`config.mk`:
```
export PLATFORM = sky130hd
export DESIGN_NAME = pwm_ramp_ctrl
export DESIGN_NICKNAME = d
export VERILOG_FILES = /design/src/rtl/pwm_ramp_ctrl.sv
export SDC_FILE = /design/constraint.sdc
export NUM_CORES = 1
export LEC_CHECK = 0
export ABC_AREA = 1
export ABC_CLOCK_PERIOD_IN_PS = 6000
export BUFFER_PORTS_ARGS = -buffer_cell sky130_fd_sc_hd__buf_2
export CAP_MARGIN = 20
export CORE_MARGIN = 2
export CORE_UTILIZATION = 55
export CTS_CLUSTER_SIZE = 24
export DETAILED_ROUTE_END_ITERATION = 10
export PLACE_DENSITY = 0.85
export SKIP_LAST_GASP = 1
export SYNTH_ARGS = -nofsm -noshare
export SYNTH_HDL_FRONTEND = slang
export SYNTH_SLANG_ARGS = --single-unit
```
`constraint.sdc`:
```
create_clock -name clk -period 6 [get_ports clk]
set_input_delay 0.9 -clock clk [delete_from_list [all_inputs] [get_ports clk]]
set_output_delay 0.9 -clock clk [all_outputs]
set_load 0.02 [all_outputs]
```
`src/rtl/pwm_ramp_ctrl.sv`:
```
// Slew-limited duty/direction sequencer for one PWM motor channel.
// Reversals ramp to zero and hold a dead time before dir flips; estop forces zero duty and brake.
module pwm_ramp_ctrl #(
    parameter int CTR_LEN    = 10,
    parameter int STEP       = 8,
    parameter int TICK_DIV   = 1024,
    parameter int DEAD_TICKS = 4
) (
    input  logic               clk,
    input  logic               rst,
    input  logic               cmd_valid,
    output logic               cmd_ready,
    input  logic [CTR_LEN-1:0] cmd_duty,
    input  logic               cmd_dir,
    input  logic               estop,
    output logic [CTR_LEN-1:0] compare,
    output logic               dir,
    output logic               brake,
    output logic               busy
);
    localparam int PW = (TICK_DIV > 1) ? $clog2(TICK_DIV) : 1;
    localparam int DW = $clog2(DEAD_TICKS + 1);
    localparam logic [PW-1:0]      TICK_LAST = PW'(TICK_DIV - 1);
    localparam logic [DW-1:0]      DEAD_INIT = DW'(DEAD_TICKS);
    localparam logic [CTR_LEN:0]   STEP_W    = (CTR_LEN + 1)'(STEP);
    localparam logic [CTR_LEN-1:0] STEP_C    = CTR_LEN'(STEP);

    typedef enum logic [2:0] {S_HOLD, S_RAMP, S_REV, S_DEAD, S_STOP} state_t;

    state_t             state_q, state_d;
    logic [CTR_LEN-1:0] compare_q, compare_d;
    logic [CTR_LEN-1:0] target_q, target_d;
    logic               dir_q, dir_d;
    logic               pend_dir_q, pend_dir_d;
    logic               brake_q, brake_d;
    logic [DW-1:0]      dead_q, dead_d;
    logic [PW-1:0]      pcnt_q, pcnt_d;

    logic               tick, accept, rev_req, pdir_n;
    logic [CTR_LEN-1:0] tgt_n, stepped;

    // Difference taken one bit wider so the clip test never sees a wrapped value.
    function automatic logic [CTR_LEN-1:0] step_to(input logic [CTR_LEN-1:0] c,
                                                   input logic [CTR_LEN-1:0] t);
        logic [CTR_LEN:0] diff;
        if (t >= c) begin
            diff = {1'b0, t} - {1'b0, c};
            return (diff <= STEP_W) ? t : c + STEP_C;
        end
        diff = {1'b0, c} - {1'b0, t};
        return (diff <= STEP_W) ? t : c - STEP_C;
    endfunction

    assign tick      = (pcnt_q == TICK_LAST);
    assign cmd_ready = rst & ~estop & (state_q != S_STOP);
    assign accept    = cmd_valid & cmd_ready;
    assign tgt_n     = accept ? cmd_duty : target_q;
    assign pdir_n    = accept ? cmd_dir : pend_dir_q;
    assign rev_req   = accept & (cmd_dir != dir_q);

    always_comb begin
        pcnt_d     = tick ? '0 : pcnt_q + 1'b1;
        state_d    = state_q;
        target_d   = tgt_n;
        pend_dir_d = pdir_n;
        dir_d      = dir_q;
        dead_d     = dead_q;
        // The step always uses the target held before this cycle's accept.
        stepped    = (tick && (state_q == S_RAMP || state_q == S_REV))
                   ? step_to(compare_q, (state_q == S_REV) ? '0 : target_q) : compare_q;
        compare_d  = stepped;

        if (estop) begin
            state_d    = S_STOP;
            compare_d  = '0;
            target_d   = '0;
            pend_dir_d = dir_q;
        end else begin
            case (state_q)
                S_HOLD, S_RAMP: begin
                    if (rev_req) begin
                        if (stepped == '0) begin
                            state_d = S_DEAD;
                            dead_d  = DEAD_INIT;
                        end else begin
                            state_d = S_REV;
                        end
                    end else begin
                        state_d = (stepped == tgt_n) ? S_HOLD : S_RAMP;
                    end
                end
                S_REV: begin
                    if (accept && !rev_req) begin
                        state_d = (stepped == tgt_n) ? S_HOLD : S_RAMP;
                    end else if (stepped == '0) begin
                        state_d = S_DEAD;
                        dead_d  = DEAD_INIT;
                    end
                end
                S_DEAD: begin
                    if (tick) begin
                        dead_d = dead_q - 1'b1;
                        if (dead_q <= 1) begin
                            dir_d   = pdir_n;
                            state_d = (tgt_n == '0) ? S_HOLD : S_RAMP;
                        end
                    end
                end
                S_STOP: begin
                    if (tick) state_d = S_HOLD;
                end
                default: state_d = S_HOLD;
            endcase
        end
        brake_d = (state_d == S_STOP);
    end

    always_ff @(posedge clk or negedge rst) begin
        if (!rst) begin
            state_q    <= S_HOLD;
            compare_q  <= '0;
            target_q   <= '0;
            dir_q      <= 1'b0;
            pend_dir_q <= 1'b0;
            brake_q    <= 1'b0;
            dead_q     <= '0;
            pcnt_q     <= '0;
        end else begin
            state_q    <= state_d;
            compare_q  <= compare_d;
            target_q   <= target_d;
            dir_q      <= dir_d;
            pend_dir_q <= pend_dir_d;
            brake_q    <= brake_d;
            dead_q     <= dead_d;
            pcnt_q     <= pcnt_d;
        end
    end

    assign compare = compare_q;
    assign dir     = dir_q;
    assign brake   = brake_q;
    assign busy    = (state_q == S_RAMP) | (state_q == S_REV) | (state_q == S_DEAD);

endmodule

```
==> metrics.yaml <==
timing:
  relSlewSlack_pct: 41.3
  rsz0062_at_grt: "false"
  finalHoldViolCount: 0
  clock_skew_ns: 0.00613
  drv_slew: 0
  fmax_mhz: 264
  post-route-min-period_ns: 3.79
  min_period_over_period_pct: 63.2
  setup_violations: 0
  tns_ns: 0
  tightest_slew_ns: 0.881
yosys:
  synth_xor_area_share_pct: 3.67
  yosysTopAreaCellShare_pct: 25.6
  yosysWarnings: 0
  synth_top_family_by_area: "simple AND/OR/NAND/NOR gates"
  ys_async_sr_fraction_pct: 100
  synth-compound-area-share_pct: 5.67
  yosysSeqAreaShare_pct: 25.6
  syn_nets: 643
  synth-main-ff-cell: "dfrtp_1"
  synth-simple-area-share_pct: 45.0
  synthTopCellsByArea: "dfrtp_1, nand2_1, inv_1, ha_1, nand3_1"
  syn_avg_cell_area_um2: 6.34
  netlist-cell-type-count: 33
  synth_fa_ha_area_share_pct: 8.52
  yosysTopAreaCell: "dfrtp_1"
  syn_area_um2: 3820
  synth-edff-count: 0
  synthMuxAreaShare_pct: 0.262
  syn_inst: 602
  ys_ff_latch: 39
layout:
  layout-drive-gt1-share_pct: 12.1
  most-common-layout-cells: "nand2_1, inv_1, nand3_1"
  nets: 669
  final_common_cell: "nand2_1"
  diodes: 0
  area_growth_syn_to_layout_pct: 7.51
critical_path:
  cp_max_fo: 11
  worstPathRequired_ns: 6.18
  worstReg2RegEnd: "dead_q[2]"
  end_kind: "flop"
  regToRegSetupSlack_ns: 2.21
  start_kind: "flop"
  cp.arrival_ns: 3.97
  ff2ff_path_depth: 23
  timing.rr.start: "state_q[2]"
  worst-setup-path-type: "reg -> reg"
power_and_ir_drop:
  pwr-share-clk_pct: 37.4
  combPwrFrac_pct: 4.9
  swShare_pct: 23.7
  vdd_drop_max_v: 0.000219
  power_switching_mw: 0.110
  leakage_nw: 2.36
  p_seq_share_pct: 57.7
  power.total_mw: 0.464
  internal-power_mw: 0.354
  p_per_area_nw_per_um2: 113
clock_tree:
  cts_made_buffers: 5
  cts_hold_buffers: 0
  cts.path.max_buffers: 2
  clk_pin_slew_ns: 0.07
  cts_tree: "done"
  cts.htree.levels: 2
  clock_latency_ns: 0.29
  cts_resized: 0
  post_cts_buffers: 0
  clock_sinks: 39
  cts_root_buf: "clkbuf_8"
global_route:
  global_route.usage.met2_pct: 44.4
  top_usage_layer: "met2"
  grtUsageMet3_pct: 3.03
  grt_max_degree: 41
  grt_first_pass_wirelength_mm: 16.3
  antenna_found_initial: 0
  track_usage_pct: 26.4
  grt.overflow.total: 0
  met1_usage_pct: 34.3
  grt_pass1_vias: 3695
floorplanning:
  io_pins: 29
  die_area_um2: 7620
  die_w_um: 87.3
  die_y_um: 87.3
  core_area_um2: 6760
  rows: 30
  start_util_pct: 56.5
worst_hold_path:
  min_to: "pcnt_q[2]"
  min_path_type: "reg -> reg"
  hp-start: "pcnt_q[2]"
  worstHoldPathCells: 1
routing:
  ant_nets: 0
  drc: 0
  drt-initial-drc-count: 339
  num_vias: 3965
  via_per_inst: 5.59
  wl_per_cell_um: 13.8
  totalWireLength_mm: 9.76
  firstDrtPassIters: 7
job:
  cap_viol_max_count: 0
placement:
  hpwl_mm: 7.77
  io_buffers: 28
  place.gp.congestion: 0.975
outcome:
  outcome: "complete, no violations"
-- cell usage after synthesis (6+ instances only) --
cell type,instances
clkbuf_1,8
nand3_1,62
nand2_2,9
dfrtp_1,39
nand4_1,19
nand2_1,181
nor2_1,53
nor2_4,7
inv_1,96
o21ai_0,20
xor2_1,13
ha_1,26
nor3_1,8
a21oi_1,14
nand3_2,8
inv_2,6
-- how the worst max path moves through the flow --
| stage | startpoint | slack [ns] | depth (start not counted) | end |
|---|---|---|---|---|
| after floorplan | state_q[2] | 2.66 | 26 | dead_q[0] |
| after global placement | rst | 2.33 | 10 | state_q[0] |
| after detailed placement | rst | 2.20 | 10 | state_q[0] |
| after CTS | state_q[1] | 2.28 | 23 | dead_q[1] |
| after global routing | state_q[2] | 1.85 | 25 | dead_q[2] |
| final | state_q[2] | 2.21 | 23 | dead_q[2] |
-- power groups by stage --
stage	sequential, mW	clock, mW	combinational (mW)
CTS	0.268	0.175	0.0225
detailed placement	0.273	0	0.0226
finish	0.268	0.174	0.0229
floorplan	0.273	0	0.00954
global placement	0.273	0	0.0221
global route	0.268	0.185	0.0256
-- per-stage QoR --
step | instance area [µm²] | worst slack (ns) | hold WS, ns | std cells | utilization, %
floorplan | 3820 | 2.66 | 0.452 | 602 | -
global placement | 4020 | 2.33 | 0.475 | 701 | 59.5
detailed placement | 4020 | 2.20 | 0.481 | 701 | 59.5
CTS | 4100 | 2.28 | 0.495 | 709 | 60.7
global route | 4100 | 1.85 | 0.518 | 709 | 60.7
finish | 4100 | 2.21 | 0.492 | 709 | 60.7
-- routing by layer --
metal | vias up | share of wire [%]
met2 | 166 | 47
met1 | 1822 | 43
met5 | - | 0
met4 | 0 | 3.3
met3 | 29 | 6.4
li1 | 1948 | -
-- cells by family after synthesis --
family | after synthesis
AO/OA/AOI/OAI | 41
XOR/XNOR | 16
adder cells (fa/ha/maj) | 26
buffers and inverters | 113
flip-flops | 39
multiplexers | 1
AND/OR/NAND/NOR | 366
-- cell type report --
cell class              count  area [µm²]
clock buffers               7        76.3
clock inverters             1        5.00
fillers                   649        2650
inverters                 103         389
multi-input cells         450        2410
flip-flops and latches     39         976
well taps                  80         100
repair buffers             29         148
-- critical path: stages, from the launching register on --
cell and delay [ns]:
dfrtp_1 0.44, nor3b_1 0.29, buf_4 0.23, nor2_1 0.09, inv_1 0.13, ha_1 0.31, nand2_1 0.17, inv_1 0.08
a21oi_1 0.20, nand3_1 0.10, nand2_1 0.09, nand2_2 0.08, nor2_4 0.16, nand3_4 0.15, nand2_4 0.14, nand4_1 0.17
nand3_1 0.17, nand2_1 0.07, nor2_1 0.17, nand3_2 0.12, nand2_2 0.11, nand3_1 0.07, nand2_1 0.06, nand3_1 0.06
-- state kept, by name (all words and copies together) (netlist names) --
register,flops
compare,10
dead_q,3
dir,1
pend_dir_q,1
brake,1
pcnt_q,10
state_q,3
target_q,10
Power figures use the tool's default switching activity.
